[config.mk]
export PLATFORM = sky130hd
export DESIGN_NAME = uart_mmio_ctrl
export DESIGN_NICKNAME = d
export VERILOG_FILES = /design/src/rtl/uart_mmio_ctrl.sv
export SDC_FILE = /design/constraint.sdc
export NUM_CORES = 1
export LEC_CHECK = 0
export BUFFER_PORTS_ARGS = -buffer_cell sky130_fd_sc_hd__buf_4
export CAP_MARGIN = 15
export CORE_MARGIN = 2
export CORE_UTILIZATION = 50
export CTS_CLUSTER_DIAMETER = 30
export DETAILED_ROUTE_END_ITERATION = 12
export MAX_ROUTING_LAYER = met4
export PLACE_DENSITY_LB_ADDON = 0.05
export SETUP_SLACK_MARGIN = 0.15
export SYNTH_ARGS = -nofsm -noshare
export SYNTH_HDL_FRONTEND = slang
export SYNTH_SLANG_ARGS = --single-unit
[constraint.sdc]
create_clock -name clk -period 5.7 [get_ports clk]
set_clock_uncertainty 0.15 [all_clocks]
set_input_delay 0.285 -clock clk [delete_from_list [all_inputs] [get_ports clk]]
set_output_delay 0.285 -clock clk [all_outputs]
set_load 0.02 [all_outputs]
[src/rtl/uart_mmio_ctrl.sv]
// Memory-mapped UART controller: STATUS/RX_DATA/TX_DATA registers with TX and RX FIFOs.
// Optional cycle counter (CYCLE / CYCLE_CLR) is built when UART_MMIO_CYCLE_COUNTER_EN is defined.
module uart_mmio_ctrl #(
  parameter int unsigned FIFO_DEPTH = 8
) (
  input  logic        clk,
  input  logic        rst_n,
  input  logic        stall,
  input  logic [31:0] addr,
  input  logic        we,
  input  logic        re,
  input  logic [7:0]  wdata,
  output logic [31:0] rdata,
  output logic        is_io,
  output logic [7:0]  uart_din,
  output logic        uart_din_valid,
  input  logic        uart_din_ready,
  input  logic [7:0]  uart_dout,
  input  logic        uart_dout_valid,
  output logic        uart_dout_ready
);

  localparam int unsigned PTR_W = $clog2(FIFO_DEPTH);
  localparam int unsigned CNT_W = PTR_W + 1;

  localparam logic [3:0] SEL_STATUS    = 4'h0;
  localparam logic [3:0] SEL_RX_DATA   = 4'h1;
  localparam logic [3:0] SEL_TX_DATA   = 4'h2;
  localparam logic [3:0] SEL_CYCLE     = 4'h4;
  localparam logic [3:0] SEL_CYCLE_CLR = 4'h6;

  logic [3:0]  sel;
  logic        cpu_ok;
  logic        unused_addr;

  logic [7:0]       tx_mem_q [FIFO_DEPTH];
  logic [PTR_W-1:0] tx_wptr_q, tx_wptr_d, tx_rptr_q, tx_rptr_d;
  logic [CNT_W-1:0] tx_cnt_q, tx_cnt_d;
  logic             tx_drop_q, tx_drop_d;
  logic             tx_full, tx_empty, tx_push_req, tx_push, tx_pop;

  logic [7:0]       rx_mem_q [FIFO_DEPTH];
  logic [PTR_W-1:0] rx_wptr_q, rx_wptr_d, rx_rptr_q, rx_rptr_d;
  logic [CNT_W-1:0] rx_cnt_q, rx_cnt_d;
  logic             rx_full, rx_empty, rx_push, rx_pop;
  logic [7:0]       rx_head;

  logic             status_clr;
  logic [31:0]      cycle_val;

  assign is_io       = (addr[31:28] == 4'b1000);
  assign sel         = addr[5:2];
  assign cpu_ok      = is_io & ~stall;
  assign unused_addr = ^{addr[27:6], addr[1:0]};

  // ---------------- TX FIFO ----------------
  assign tx_full        = (tx_cnt_q == CNT_W'(FIFO_DEPTH));
  assign tx_empty       = (tx_cnt_q == '0);
  assign uart_din_valid = ~tx_empty;
  assign uart_din       = tx_empty ? '0 : tx_mem_q[tx_rptr_q];
  assign tx_pop         = uart_din_valid & uart_din_ready;
  assign tx_push_req    = cpu_ok & we & (sel == SEL_TX_DATA);
  // A full FIFO still takes the push when a byte leaves on the same edge.
  assign tx_push        = tx_push_req & (~tx_full | tx_pop);
  assign status_clr     = cpu_ok & we & (sel == SEL_STATUS);

  always_comb begin
    tx_wptr_d = tx_wptr_q;
    tx_rptr_d = tx_rptr_q;
    tx_cnt_d  = tx_cnt_q;
    tx_drop_d = tx_drop_q;
    if (tx_push) tx_wptr_d = tx_wptr_q + PTR_W'(1);
    if (tx_pop)  tx_rptr_d = tx_rptr_q + PTR_W'(1);
    if (tx_push && !tx_pop)      tx_cnt_d = tx_cnt_q + CNT_W'(1);
    else if (!tx_push && tx_pop) tx_cnt_d = tx_cnt_q - CNT_W'(1);
    if (tx_push_req && !tx_push) tx_drop_d = 1'b1;
    else if (status_clr)         tx_drop_d = 1'b0;
  end

  always_ff @(posedge clk) begin
    if (!rst_n) begin
      tx_wptr_q <= '0;
      tx_rptr_q <= '0;
      tx_cnt_q  <= '0;
      tx_drop_q <= 1'b0;
    end else begin
      tx_wptr_q <= tx_wptr_d;
      tx_rptr_q <= tx_rptr_d;
      tx_cnt_q  <= tx_cnt_d;
      tx_drop_q <= tx_drop_d;
    end
  end

  always_ff @(posedge clk) begin
    if (tx_push) tx_mem_q[tx_wptr_q] <= wdata;
  end

  // ---------------- RX FIFO ----------------
  assign rx_full         = (rx_cnt_q == CNT_W'(FIFO_DEPTH));
  assign rx_empty        = (rx_cnt_q == '0);
  assign uart_dout_ready = ~rx_full;
  assign rx_push         = uart_dout_valid & uart_dout_ready;
  assign rx_pop          = cpu_ok & re & (sel == SEL_RX_DATA) & ~rx_empty;
  assign rx_head         = rx_empty ? '0 : rx_mem_q[rx_rptr_q];

  always_comb begin
    rx_wptr_d = rx_wptr_q;
    rx_rptr_d = rx_rptr_q;
    rx_cnt_d  = rx_cnt_q;
    if (rx_push) rx_wptr_d = rx_wptr_q + PTR_W'(1);
    if (rx_pop)  rx_rptr_d = rx_rptr_q + PTR_W'(1);
    if (rx_push && !rx_pop)      rx_cnt_d = rx_cnt_q + CNT_W'(1);
    else if (!rx_push && rx_pop) rx_cnt_d = rx_cnt_q - CNT_W'(1);
  end

  always_ff @(posedge clk) begin
    if (!rst_n) begin
      rx_wptr_q <= '0;
      rx_rptr_q <= '0;
      rx_cnt_q  <= '0;
    end else begin
      rx_wptr_q <= rx_wptr_d;
      rx_rptr_q <= rx_rptr_d;
      rx_cnt_q  <= rx_cnt_d;
    end
  end

  always_ff @(posedge clk) begin
    if (rx_push) rx_mem_q[rx_wptr_q] <= uart_dout;
  end

  // ---------------- cycle counter ----------------
`ifdef UART_MMIO_CYCLE_COUNTER_EN
  logic [31:0] cycle_q, cycle_d;
  logic        cycle_clr;

  assign cycle_clr = cpu_ok & we & (sel == SEL_CYCLE_CLR);

  always_comb begin
    cycle_d = cycle_q + 32'd1;
    if (cycle_clr) cycle_d = '0;
  end

  always_ff @(posedge clk) begin
    if (!rst_n) cycle_q <= '0;
    else        cycle_q <= cycle_d;
  end

  assign cycle_val = cycle_q;
`else
  assign cycle_val = '0;
`endif

  // ---------------- read mux ----------------
  always_comb begin
    rdata = '0;
    if (is_io) begin
      case (sel)
        SEL_STATUS:  rdata = {29'd0, tx_drop_q, ~rx_empty, ~tx_full};
        SEL_RX_DATA: rdata = {24'd0, rx_head};
        SEL_CYCLE:   rdata = cycle_val;
        default:     rdata = '0;
      endcase
    end
  end

endmodule

==> metrics <==
vias=3426; Post-CTS Resized=0; vias in the first global route=3472; post-route ant nets=0; grt total ovfl=0; Crit Path Category=input port to flop; antenna cells=0; PortBufs=49; max frequency=324 MHz; Clock Latency Late Sink=0.41 ns; FP Rows=41; EDFF count, synth=128; Cells on Worst Hold Path=3; first-pass GRT wire length=19000 microns; WL/cell=17.8 microns; gpl congestion=0.715; H-tree Lvls=4; Synth cell types=39; Post-DP HPWL=7250 microns; Power Density=386 nW/um^2; R2R depth=11; Worst R2R Start=tx_cnt_q[0]; final net count=540; worst hold start=uart_dout_valid; CP Max Fanout=5; Initial DRT Pass Iterations=4; layout cells sized above 1=25.7%; status=finished clean; Syn Std Cell Area=6470 sq um; type of origin of the critical path=input port; max-capacitance violation count=0; Clock Pin Slew Worst Setup and Hold Paths=0.06 ns; Mapped Avg Cell Area=16.3 sq um; die footprint=13900 sq um; final setup vio count=0; synthesized instance count=396; worst relative slew slack=25.7%; WP data arrival=3.28 ns; drt first-iter violations=228; #FFs+latches synth=155; DRT Wirelength=11700 microns; setup TNS after final layout=0 ns; Hold Path Class=input port to flop; start point of the critical path=addr[29]; # DRC=0; Tmin final=3.09 ns; initial core utilization=51.2%; Post-synth top flop=edfxtp_1; Final period util=54.2%; yosys warns=0; Max Slew Vio Count=0; Filler cells=974; total power draw=2.96 mW; die height=118 microns; multi-input logic area=1910 sq um; RSZ-0062 raised after global routing=false; Total GRT Usage=18.9%; clock buffer depth=2; Fin Hold WS=0.0334 ns; actual slew at the worst max-slew pin=1.11 ns; Area Overhead vs Synth=18.4%; Clock Sinks=155; Post-synth ARST share=0%; CP endpoint kind=flop; largest net degree at the start of global routing=17; CTS buffer count=17; Core Region=12600 sq um; leakage power=2.64 nW; CTS tree=yes; DIE WIDTH=118 microns; vias per inst=5.23; antenna violations before repair=0; worst vdd ir=0.363 mV; Register Area=4380 sq um; final hold viol count=0; Boundary Pins=98; Root Driver=clkbuf_16; Worst EP required=5.89 ns; commonest non-fill, non-tap cell in the layout=edfxtp_1; commonest cells after routing, fill and taps aside=128 x edfxtp_1, 60 x buf_4, 35 x nor2_1; post-synthesis sequential area ratio=67.8%
## where the power goes
group | internal, mW | switching (mW)
Combinational | 0.302 | 0.349
Sequential | 1.28 | 0.0535
Clock | 0.585 | 0.389
Total | 2.17 | 0.791
## final cells by class
cell class                 count  share of cell area [%]
timing repair buffer          76                    7.97
inverter                      10                   0.490
tap                          172                    2.81
clock inverter                 6                   0.653
clock buffer                  23                    5.85
multi-input combinational    213                    25.0
sequential                   155                    57.2
## sequential cells by signal, indices dropped and copies added (netlist names), named ones only
| register | cells |
|---|---|
| rx_wptr_q | 3 |
| rx_rptr_q | 3 |
| tx_mem_q | 64 |
| tx_cnt_q | 4 |
| rx_mem_q | 64 |
| rx_cnt_q | 4 |
| tx_drop_q | 1 |
| tx_rptr_q | 3 |
| tx_wptr_q | 3 |
## critical path, cell delays in order
cell      delay, ns
buf_4          0.11
or4b_4         0.55
or3_1          0.43
or4_1          0.58
ha_1           0.22
inv_1          0.13
ha_1           0.29
a21oi_1        0.20
a211oi_1       0.10
a31oi_1        0.19
mux2i_1        0.20
## metrics by stage
step | util [%] | setup WS, ns | cell area (sq um) | std cells
floorplan | - | 2.48 | 6550 | 419
global placement | 55.5 | 2.20 | 7000 | 610
detailed placement | 55.5 | 2.20 | 7000 | 610
CTS | 60.7 | 2.63 | 7660 | 655
global route | 60.7 | 2.26 | 7660 | 655
finish | 60.7 | 2.61 | 7660 | 655
## timing repair
item                      4_1_cts  5_1_grt
hold buffers                   16        0
hold endpoints to repair      128        0
setup buffers                   0        0
## synth_stat cells, types with 6 or more instances
master    instances  area (sq um)
a21oi_1          11          55.1
buf_4            24           180
clkbuf_1         10          37.5
dfxtp_1          27           541
edfxtp_1        128          3840
ha_1             10           125
inv_1            10          37.5
mux2i_1          24           240
mux4_2           32           721
nand2_1          16          60.1
nand2b_1          6          37.5
nand3_1           8          40.0
nor2_1           35           131
nor3_1            6          30.0
## layer usage
metal	global-route usage (%)	share of wire, %	up-vias
li1	-	-	1630
met1	23.8	44	1707
met2	30.3	51	77
met3	5.86	4.3	12
met4	4.89	0.85	0
met5	-	0	-
## path summary, 6_finish.rpt
check | to | slack (ns)
max reg2reg | tx_cnt_q[3] | 2.65
min | rx_wptr_q[1] | 0.03
max | rx_cnt_q[3] | 2.61
min reg2reg | tx_rptr_q[1] | 0.33
## cells by family after synthesis
| family | synth area share, % |
|---|---|
| buf+inv | 4.41 |
| mux | 14.9 |
| xor+xnor | 0.948 |
| fa+ha+maj | 2.55 |
| flops | 67.8 |
| compound gates | 2.19 |
| simple gates | 7.20 |
| other cells | 0.0580 |
Power figures use the tool's default switching activity.
